===== src/rtl/usb_fs_tx.sv =====
// USB full-speed transmitter: SYNC, NRZI bit-stuffed payload and EOP on D+/D- from a byte stream.
// Defining USB_TX_CRC16_EN appends a CRC16 over all bytes after the PID before EOP.
module usb_fs_tx #(
    parameter int CLKS_PER_BIT = 4
) (
    input  logic       clk48,
    input  logic       rst,
    input  logic [7:0] tx_data,
    input  logic       tx_valid,
    input  logic       tx_last,
    output logic       tx_ready,
    output logic       usb_dp_out,
    output logic       usb_dn_out,
    output logic       usb_oe,
    output logic       busy,
    output logic       underrun
);
    localparam int CW = (CLKS_PER_BIT > 1) ? $clog2(CLKS_PER_BIT) : 1;

`ifdef USB_TX_CRC16_EN
    typedef enum logic [2:0] {IDLE, SYNC, DATA, CRC, EOP_SE0, EOP_J} state_t;
`else
    typedef enum logic [2:0] {IDLE, SYNC, DATA, EOP_SE0, EOP_J} state_t;
`endif

    state_t        state, state_nxt;
    logic [CW-1:0] cnt, cnt_nxt;
    logic [3:0]    bit_idx, bit_idx_nxt;
    logic [7:0]    shreg, shreg_nxt;
    logic          last_q, last_nxt;
    logic [2:0]    ones, ones_nxt;
    logic          lvl, lvl_nxt;
    logic          wrap, stuff_due, emit, emit_stuff, tx_bit;
`ifdef USB_TX_CRC16_EN
    logic [15:0]   crc, crc_nxt;
    logic          pid_q, pid_nxt, crc_upd, crc_in;
`endif

    assign wrap      = (cnt == CW'(CLKS_PER_BIT - 1));
    assign stuff_due = (ones == 3'd6);
    assign busy      = usb_oe;

    always_comb begin
        state_nxt   = state;
        cnt_nxt     = cnt;
        bit_idx_nxt = bit_idx;
        shreg_nxt   = shreg;
        last_nxt    = last_q;
        lvl_nxt     = lvl;
        ones_nxt    = ones;
        emit        = 1'b0;
        emit_stuff  = 1'b0;
        tx_bit      = 1'b0;
        tx_ready    = 1'b0;
        underrun    = 1'b0;
`ifdef USB_TX_CRC16_EN
        crc_nxt     = crc;
        pid_nxt     = pid_q;
        crc_upd     = 1'b0;
        crc_in      = 1'b0;
`endif
        if (state != IDLE) cnt_nxt = wrap ? '0 : cnt + CW'(1);

        unique case (state)
            IDLE: begin
                tx_ready = ~rst;
`ifdef USB_TX_CRC16_EN
                crc_nxt  = 16'hFFFF;
                pid_nxt  = 1'b1;
`endif
                if (tx_valid) begin
                    state_nxt   = SYNC;
                    shreg_nxt   = tx_data;
                    last_nxt    = tx_last;
                    bit_idx_nxt = '0;
                    emit        = 1'b1;
                    tx_bit      = 1'b0;
                end
            end
            SYNC: if (wrap) begin
                emit = 1'b1;
                if (bit_idx == 4'd7) begin
                    state_nxt   = DATA;
                    bit_idx_nxt = '0;
                    tx_bit      = shreg[0];
                end else begin
                    bit_idx_nxt = bit_idx + 4'd1;
                    tx_bit      = (bit_idx == 4'd6);
                end
            end
            DATA: if (wrap) begin
                // Stuff takes priority, so a stuff at a byte boundary pushes the handshake out a bit time.
                if (stuff_due) begin
                    emit_stuff = 1'b1;
                end else if (bit_idx != 4'd7) begin
                    bit_idx_nxt = bit_idx + 4'd1;
                    shreg_nxt   = {1'b0, shreg[7:1]};
                    emit        = 1'b1;
                    tx_bit      = shreg[1];
`ifdef USB_TX_CRC16_EN
                    crc_upd     = ~pid_q;
                    crc_in      = shreg[1];
`endif
                end else if (!last_q) begin
                    tx_ready = 1'b1;
                    if (tx_valid) begin
                        shreg_nxt   = tx_data;
                        last_nxt    = tx_last;
                        bit_idx_nxt = '0;
                        emit        = 1'b1;
                        tx_bit      = tx_data[0];
`ifdef USB_TX_CRC16_EN
                        pid_nxt     = 1'b0;
                        crc_upd     = 1'b1;
                        crc_in      = tx_data[0];
`endif
                    end else begin
                        underrun    = 1'b1;
                        state_nxt   = EOP_SE0;
                        bit_idx_nxt = '0;
                    end
                end else begin
                    bit_idx_nxt = '0;
`ifdef USB_TX_CRC16_EN
                    state_nxt   = CRC;
                    emit        = 1'b1;
                    tx_bit      = ~crc[0];
`else
                    state_nxt   = EOP_SE0;
`endif
                end
            end
`ifdef USB_TX_CRC16_EN
            CRC: if (wrap) begin
                if (stuff_due) begin
                    emit_stuff = 1'b1;
                end else if (bit_idx == 4'd15) begin
                    state_nxt   = EOP_SE0;
                    bit_idx_nxt = '0;
                end else begin
                    bit_idx_nxt = bit_idx + 4'd1;
                    crc_nxt     = {1'b0, crc[15:1]};
                    emit        = 1'b1;
                    tx_bit      = ~crc[1];
                end
            end
`endif
            EOP_SE0: if (wrap) begin
                if (bit_idx == 4'd1) state_nxt = EOP_J;
                else bit_idx_nxt = bit_idx + 4'd1;
            end
            EOP_J: if (wrap) state_nxt = IDLE;
            default: state_nxt = IDLE;
        endcase

        // NRZI: a 0 toggles J/K, a 1 holds; stuffed bits are always 0.
        if (emit_stuff) begin
            lvl_nxt  = ~lvl;
            ones_nxt = '0;
        end else if (emit) begin
            lvl_nxt  = tx_bit ? lvl : ~lvl;
            ones_nxt = tx_bit ? ones + 3'd1 : 3'd0;
        end
        if (state_nxt == EOP_SE0) lvl_nxt = 1'b1;
`ifdef USB_TX_CRC16_EN
        if (crc_upd) crc_nxt = {1'b0, crc[15:1]} ^ ((crc[0] ^ crc_in) ? 16'hA001 : 16'h0000);
`endif
    end

    always_ff @(posedge clk48 or posedge rst) begin
        if (rst) begin
            state      <= IDLE;
            cnt        <= '0;
            bit_idx    <= '0;
            shreg      <= '0;
            last_q     <= 1'b0;
            ones       <= '0;
            lvl        <= 1'b1;
            usb_dp_out <= 1'b1;
            usb_dn_out <= 1'b0;
            usb_oe     <= 1'b0;
`ifdef USB_TX_CRC16_EN
            crc        <= 16'hFFFF;
            pid_q      <= 1'b1;
`endif
        end else begin
            state      <= state_nxt;
            cnt        <= cnt_nxt;
            bit_idx    <= bit_idx_nxt;
            shreg      <= shreg_nxt;
            last_q     <= last_nxt;
            ones       <= ones_nxt;
            lvl        <= lvl_nxt;
            usb_dp_out <= (state_nxt == EOP_SE0) ? 1'b0 : lvl_nxt;
            usb_dn_out <= (state_nxt == EOP_SE0) ? 1'b0 : ~lvl_nxt;
            usb_oe     <= (state_nxt != IDLE);
`ifdef USB_TX_CRC16_EN
            crc        <= crc_nxt;
            pid_q      <= pid_nxt;
`endif
        end
    end
endmodule


===== config.mk =====
export PLATFORM = sky130hd
export DESIGN_NAME = usb_fs_tx
export DESIGN_NICKNAME = d
export VERILOG_FILES = /design/src/rtl/usb_fs_tx.sv
export SDC_FILE = /design/constraint.sdc
export NUM_CORES = 1
export LEC_CHECK = 0
export ABC_AREA = 0
export CORE_ASPECT_RATIO = 0.9
export CORE_MARGIN = 2
export CORE_UTILIZATION = 59
export CTS_CLUSTER_DIAMETER = 150
export DETAILED_ROUTE_END_ITERATION = 8
export PLACE_DENSITY_LB_ADDON = 0.25
export RECOVER_POWER = 25
export REMOVE_ABC_BUFFERS = 1
export SYNTH_ARGS = -nofsm -noshare
export SYNTH_HDL_FRONTEND = slang
export SYNTH_SLANG_ARGS = --single-unit

===== constraint.sdc =====
create_clock -name clk48 -period 4.5 [get_ports clk48]
set_input_delay 0.9 -clock clk48 [delete_from_list [all_inputs] [get_ports clk48]]
set_output_delay 0.9 -clock clk48 [all_outputs]
set_load 0.1 [all_outputs]

; ---- Word-level counts from Yosys, hierarchy flattened
; Index checks and enable logic that the tools add are counted.
[word_totals]
reg_bits = 25
inputBits = 12
output_inout_bits = 6
elab_cells = 117
[classes]
add_sub_neg = 3
eq_ne = 19
n_mux = 73
bitwise_logic = 3
reduce_logical = 9
[op_table]
columns = operator, count
row1 = $mux W3, 14
row2 = $mux W8, 5
row3 = $mux W1, 38
row4 = $mux W4, 8
row5 = $pmux W4 S4, 1
row6 = $pmux W8 S2, 1
row7 = $pmux W3 S5, 1
row8 = $ne A2 B2 Y1 const B, 7
row9 = $eq A3 B2 Y1 const B, 3
row10 = $eq A4 B3 Y1 const B, 2
row11 = $reduce_and A7 Y1, 1
row12 = $eq A3 B3 Y1 const B, 2
row13 = $pmux W1 S2, 3
row14 = $reduce_bool A3 Y1, 2
row15 = $reduce_and A5 Y1, 1
row16 = $add A4 B1 Y4 const B, 1
row17 = $eq A4 B1 Y1 const B, 1
row18 = $ne A4 B3 Y1 const B, 1
row19 = $reduce_and A4 Y1, 1
row20 = $reduce_bool A2 Y1, 2
row21 = $reduce_bool A4 Y1, 1
row22 = $add A3 B1 Y3 const B, 1
row23 = $eq A3 B1 Y1 const B, 1
row24 = $logic_not A3 Y1, 1
row25 = other kinds (6), 8

; ---- Logic depth before layout (Yosys ltp)
; Gate-level depths: netlist of run 1.
[depth]
ltp_word = 12
depth_mapped = 8
mapped_depth_nobuf = 7

; ---- Worst setup path before layout of run 1
; No wires, ideal clock.
[synth_path]
path_kind = input-to-output
startpoint = input tx_valid
endpoint = output underrun
t_arrival_ps = 4023
required_time_ps = 3600
path_slack_ps = -423
cell_stages = 2
n_path_buf = 1
cell_sequence = clkbuf_1 nor4_1
[synth_between]
elab_chain_len = 6
[synth_rtl]
columns = item, line
row1 = "start, declared", 9  ; input logic tx_valid,
row2 = $mux W1, 106  ; if (tx_valid) begin
row3 = $mux W1, 104  ; end else if (!last_q) begin
row4 = $mux W1, 95  ; end else if (bit_idx != 4'd7) begin
row5 = $mux W1, 93  ; if (stuff_due) begin
row6 = $mux W1, 91  ; DATA: if (wrap) begin
row7 = $mux W1, 64  ; unique case (state)
row8 = "end, declared", 16  ; output logic underrun
; No other way between the ends.

; ---- Worst setup path in the final report of run 1
; Ends and elaborated chain as after synthesis.

==> results by group, run 1 <==
GRT
  – Vias in the first global route: 1205
  – Largest net degree at the start of global routing: 26
  – First-pass GRT wire length: between 5000 and 6000 um
  – GR Util All Layers: 0.231
  – Gr ovfl total: 0
  – Initial antenna violation count: 0

Synthesis
  – Main synth FF type: dfrtp_1
  – Syn Area/Cell: 9.65 um2
  – Asr flop ratio synth: 1.00
  – Mapped cell area: roughly 1600 um2
  – Netlist cell types: 49
  – Sequential area share after synthesis: 0.402
  – Yosys warning count: 0
  – EDFF count, synth: 0
  – Synth top area share: 0.368
  – Number of synthesized register bits: 25
  – Area leader, netlist: dfrtp_1
  – Syn Inst Count: 162
  – Top cells by area, synth: dfrtp_1 (37%), a22o_1 (6.7%), ha_1 (4.8%)

Clock network
  – Worst-skew pair later-pin latency: 0.32 ns
  – TritonCTS Buffers: 3
  – H-tree Lvls: 1
  – PostCTS Resize Cnt: 0
  – Cts hold-fix bufs: 0
  – CTS tree: done
  – Worst-path clk slew: roughly 0.13 ns
  – CTS sink count: 25
  – Post-CTS Setup Bufs: 0
  – Clk root buf: clkbuf_4
  – Max clock buf depth: 2

Cells and area
  – Fraction of layout cells with a size suffix above 1: 0.103
  – Non-filler cells, final: 202
  – Syn-to-layout area delta: 11.0%
  – Fillers: 208
  – Register cell area after layout: 628 um2
  – Nets: 193
  – Post-Route Utilization: 0.697
  – Most frequent cells in the layout: dfrtp_1 (23), nand2_1 (16), clkdlybuf4s50_1 (14), a22o_1 (12), inv_1 (11)
  – Area taken by multi-input logic gates: between 800 and 900 um2
  – Final instance area: 1730 um2
  – # diodes: 0
  – Most common library cell in the layout ignoring fill and taps: dfrtp_1

Place
  – Global placement routability congestion: 0.823
  – Port Buffer Count: 17
  – Post-DP Area: 1710 um2
  – Post-DP HPWL: about 2300 um
  – Inst Count DP: ~200
  – Dpl ws: 1.40 ns

Timing
  – Setup TNS: 0 ns
  – Fin. Hold Viols: 0
  – Setup ws final: 1.39 ns
  – Setup Skew: 0.00337 ns
  – Period utilization: 0.692
  – Min Tclk post-route: just over 3 ns
  – Worst-margin pin slew: 1.33 ns
  – RSZ-0062 raised after global routing: false
  – Pins Over Slew Limit: 0
  – Fmax: 0.321 GHz
  – Hold slack: about 0.53 ns
  – Setup violations, final: 0
  – Slew margin rel.: 0.112

Power and ir drop
  – Total Power: 1.18 mW
  – Worst vdd ir: 0.535 mV
  – P per Cell Area: 681 nW/um2
  – LEAKAGE: 0.725 nW

Detailed routing
  – Vias after detailed routing: 1231
  – Post-DR wirelength/cell: 15.2 um
  – Vias per cell: 6.09
  – WL final: 3080 um
  – DRT Pass-1 Iters: 4
  – # DRC: 0
  – Antenna-violating nets left: 0
  – Iter 0 DRT Violations: 44

Worst setup path
  – Worst setup SP type: input pin
  – Setup CP Type: input pin to primary output
  – Crit Path Max Fanout: 11
  – Worst endpoint required time: roughly 3.6 ns
  – Crit path DAT: 2.21 ns
  – Worst Setup End Kind: primary output

Floorplanning
  – Die width: 58.3 um
  – Die area: 3080 um2
  – Row count: 17
  – Core Area: 2490 um2
  – Io pins: 18
  – Die height: 52.8 um
  – Starting Density: 0.628

Run
  – Max-cap violations: 0

Run status
  – Status: completed

Worst hold path
  – Min-delay worst type: flip-flop to flip-flop
==> worst paths after layout <==
path | start | endpoint | slack (ns) | depth (start not counted)
max | tx_valid | underrun | 1.39 | 3
min | shreg[6]$_DFFE_PP0P_ | shreg[6]$_DFFE_PP0P_ | 0.53 | 1
max reg2reg | bit_idx[0]$_DFFE_PP0P_ | shreg[0]$_DFFE_PP0P_ | 2.07 | 6
min reg2reg | shreg[6]$_DFFE_PP0P_ | shreg[6]$_DFFE_PP0P_ | 0.53 | 1
max in group asynchronous | rst | shreg[6]$_DFFE_PP0P_ | 2.22 | 3
min in group asynchronous | rst | ones[0]$_DFFE_PP0P_ | 1.50 | 3
==> cell type report <==
cell class / instances / area share
Clock buffer: 4 / 0.0152
Sequential cell: 25 / 0.362
Timing Repair Buffer: 18 / 0.0974
Inverter: 11 / 0.0238
Multi-Input combinational cell: 116 / 0.481
Tap cell: 28 / 0.0202
==> registers in the layout, summed over array words and instances, names as in the netlist <==
register,count
bit_idx,4
busy,1
cnt,2
last_q,1
lvl,1
ones,3
shreg,8
state,3
usb_dn_out,1
usb_dp_out,1
==> report_power, final <==
group          switching [mW]  total [mW]  internal [mW]
Combinational           0.398       0.649          0.252
Clock                  0.0653       0.100         0.0347
Sequential              0.106       0.432          0.326
==> Yosys cell counts, types with 3 or more instances <==
cell / instances
nand3_1: 6
a22o_1: 12
a21oi_1: 5
inv_1: 11
ha_1: 6
dfrtp_1: 23
nand2_1: 16
o21ai_0: 4
buf_2: 5
mux2_1: 3
nand2b_1: 5
a31oi_1: 4
nor2_1: 8
nor2b_1: 3
nand3b_1: 4
nor3_1: 5
==> routing by layer <==
layer,GRT usage,share of wire
met2,0.409,0.48
met3,0.0519,0.032
met1,0.285,0.48
met5,0,0
met4,0.0581,0.0084
==> worst max-delay path: stages <==
cell             delay [ns]
clkdlybuf4s50_1        0.60
nor4_1                 0.36
buf_4                  0.35
==> cell families after synthesis <==
kind of cell / count (synthesis) / share of synthesized area
adder cells (fa/ha/maj): 7 / 0.0544
flip-flops: 25 / 0.402
multiplexers: 6 / 0.0416
buffers and inverters: 21 / 0.0640
XOR/XNOR: 1 / 0.00561
AND/OR/NAND/NOR: 56 / 0.188
AO/OA/AOI/OAI: 46 / 0.244
Note: power is estimated with default switching activity, not from simulation.
==> run 2, diff against run 1 <==
--- a/config.mk
+++ b/config.mk
@@ -8,7 +8,7 @@
 export ABC_AREA = 0
 export CORE_ASPECT_RATIO = 0.9
 export CORE_MARGIN = 2
-export CORE_UTILIZATION = 59
+export CORE_UTILIZATION = 50
 export CTS_CLUSTER_DIAMETER = 150
 export DETAILED_ROUTE_END_ITERATION = 8
 export PLACE_DENSITY_LB_ADDON = 0.25
==> constraint.sdc (replaced) <==
create_clock -name clk48 -period 2.7 [get_ports clk48]
set_input_delay 0.54 -clock clk48 [delete_from_list [all_inputs] [get_ports clk48]]
set_output_delay 0.54 -clock clk48 [all_outputs]
set_load 0.1 [all_outputs]
==> results by group, run 2 (synthesized netlist as in run 1, its figures left out) <==
Run status
  – Status: completed (unchanged)

Floorplanning
  – Die height: 57.0 um (was 52.8 um)
  – Die width: 62.9 um (was 58.3 um)
  – Die area: 3590 um2 (was 3080 um2)
  – Core Area: 3020 um2 (was 2490 um2)
  – Row count: 19 (was 17)
  – Starting Density: 0.518 (was 0.628)
  – Io pins: 18 (unchanged)

Cells and area
  – # diodes: 0 (unchanged)
  – Most common library cell in the layout ignoring fill and taps: dfrtp_1 (unchanged)
  – Top flop regs: shreg (8), bit_idx (4) (unchanged)
  – Post-Route Utilization: 0.607 (was 0.697)
  – Most frequent cells in the layout: dfrtp_1 (22), nand2_1 (16), a22o_1 (12), inv_1 (11), buf_4 (11) (was dfrtp_1 (23), nand2_1 (16), clkdlybuf4s50_1 (14), a22o_1 (12), inv_1 (11))
  – Non-filler cells, final: 223 (was 202)
  – Fraction of layout cells with a size suffix above 1: 0.171 (was 0.103)
  – Syn-to-layout area delta: 17.3% (was 11.0%)
  – Final instance area: 1830 um2 (was 1730 um2)
  – Fillers: 274 (was 208)
  – Max reg flops: 8 (unchanged)
  – Nets: 200 (was 193)
  – Register cell area after layout: 629 um2 (was 628 um2)
  – Top reg by flops: shreg (unchanged)
  – Area taken by multi-input logic gates: 847 um2 (was 835 um2)

Clock network
  – TritonCTS Buffers: 3 (unchanged)
  – Clk root buf: clkbuf_4 (unchanged)
  – CTS sink count: 25 (unchanged)
  – Worst-skew pair later-pin latency: 0.32 ns (about the same)
  – Max clock buf depth: 2 (unchanged)
  – Worst-path clk slew: 0.13 ns (about the same)
  – H-tree Lvls: 1 (unchanged)
  – CTS tree: done (unchanged)

Detailed routing
  – WL final: 3260 um (was 3080 um)
  – DRT Pass-1 Iters: 5 (was 4)
  – Vias per cell: 5.77 (was 6.09)
  – Vias after detailed routing: 1286 (was 1231)
  – # DRC: 0 (unchanged)
  – Post-DR wirelength/cell: 14.6 um (was 15.2 um)
  – Iter 0 DRT Violations: 90 (was 44)
  – Antenna-violating nets left: 0 (unchanged)

Worst setup path
  – Worst endpoint required time: 2.16 ns (was 3.60 ns)
  – Critical-path top delay cell: dfrtp_1 (was clkdlybuf4s50_1)
  – Crit path DAT: 2.01 ns (was 2.21 ns)
  – Worst setup SP type: flip-flop (was input pin)
  – CP Cell Sequence: inv_1 > ha_1 > a21boi_4 > nand2_1 > nor3_1 > a21oi_1 > nor3_2 > buf_12 (was clkdlybuf4s50_1 > nor4_1 > buf_4)
  – Crit path largest cell delay: 0.37 ns (was 0.60 ns)
  – Setup CP Type: flip-flop to primary output (was input pin to primary output)
  – Crit Path Max Fanout: 6 (was 11)
  – Worst Setup End Kind: primary output (unchanged)

Timing
  – RSZ-0062 raised after global routing: false (unchanged)
  – Min Tclk post-route: 2.55 ns
  – Worst-margin pin slew: 1.36 ns (was 1.33 ns)
  – Pins Over Slew Limit: 0 (unchanged)
  – Period utilization: 0.944
  – Setup violations, final: 0 (unchanged)
  – Fin. Hold Viols: 0 (unchanged)
  – Setup Skew: 0.00490 ns (was 0.00337 ns)
  – Fmax: 0.392 GHz
  – Setup ws final: 0.151 ns (was 1.39 ns)
  – Slew margin rel.: 0.0938 (was 0.112)

Power and ir drop
  – Worst vdd ir: 0.627 mV (was 0.535 mV)
  – P per Cell Area: 1100 nW/um2 (was 681 nW/um2)
  – LEAKAGE: 0.769 nW (was 0.725 nW)

GRT
  – Largest net degree at the start of global routing: 26 (unchanged)
  – GR Util All Layers: 0.189 (was 0.231)
  – First-pass GRT wire length: 5430 um (was 5270 um)
  – Vias in the first global route: 1216 (was 1205)
  – Gr ovfl total: 0 (unchanged)
  – Initial antenna violation count: 0 (unchanged)

Place
  – Post-DP Area: 1780 um2 (was 1710 um2)
  – Port Buffer Count: 17 (unchanged)
  – Global placement routability congestion: 0.866 (was 0.823)
  – Dpl ws: 0.185 ns (was 1.40 ns)
  – Inst Count DP: 217 (was 198)
  – Post-DP HPWL: 2400 um (was 2270 um)

Worst hold path
  – Min-delay worst type: flip-flop to flip-flop (unchanged)

Run
  – Max-cap violations: 0 (unchanged)
[run 2: final timing paths]
| check | start | endpoint | slack [ns] | depth (start not counted) |
|---|---|---|---|---|
| setup reg to reg | bit_idx[0]$_DFFE_PP0P_ | usb_dn_out$_DFF_PP0_ | 0.49 | 6 |
| hold reg to reg | shreg[4]$_DFFE_PP0P_ | shreg[4]$_DFFE_PP0P_ | 0.53 | 1 |
| max in group asynchronous | rst | bit_idx[1]$_DFFE_PP0P_ | 0.66 | 3 |
| setup / recovery | ones[0]$_DFFE_PP0P_ | tx_ready | 0.15 | 8 |
| min in group asynchronous | rst | ones[0]$_DFFE_PP0P_ | 1.15 | 3 |
| hold / removal | shreg[4]$_DFFE_PP0P_ | shreg[4]$_DFFE_PP0P_ | 0.53 | 1 |
[run 2: worst max-delay path: cells and delay by family, from the launching register on]
family | cells | cell delay (ns)
flops | 1 | 0.37
buf+inv | 2 | 0.28
simple gates | 3 | 0.44
compound gates | 2 | 0.31
fa+ha+maj | 1 | 0.27
[run 2: per-layer routing]
layer	track usage	vias to the layer above	share of wire
met1	0.239	615	0.44
met3	0.0533	2	0.062
met4	0.0286	0	0.0040
li1	-	627	-
met5	0	-	0
met2	0.333	42	0.49
[run 2: final cells by class]
type / count / share of cell area
multi-input combinational: 116 / 0.462
tap: 42 / 0.0287
sequential: 25 / 0.343
inverter: 11 / 0.0225
timing repair buffer: 25 / 0.129
clock buffer: 4 / 0.0143
[run 2: power by group]
part,internal [mW],switching [mW],leakage [nW]
Sequential,0.545,0.159,0.303
Clock,0.0579,0.112,0.0150
Combinational,0.461,0.690,0.451
Total,1.06,0.961,0.769
[run 2: through the flow]
stage | power (mW) | hold WS (ns) | setup TNS, ns
floorplan | 1.55 | 0.473 | -2.81
global placement | 1.79 | 0.492 | 0
detailed placement | 1.84 | 0.496 | 0
CTS | 2.01 | 0.532 | 0
global route | 2.18 | 0.540 | 0
finish | 2.03 | 0.527 | 0
[run 2: timing repair]
action / CTS / global route
endpoints found under the setup margin: 0 / 2
resized for setup: 0 / 3
hold buffers: 0 / 0
setup buffers: 0 / 2
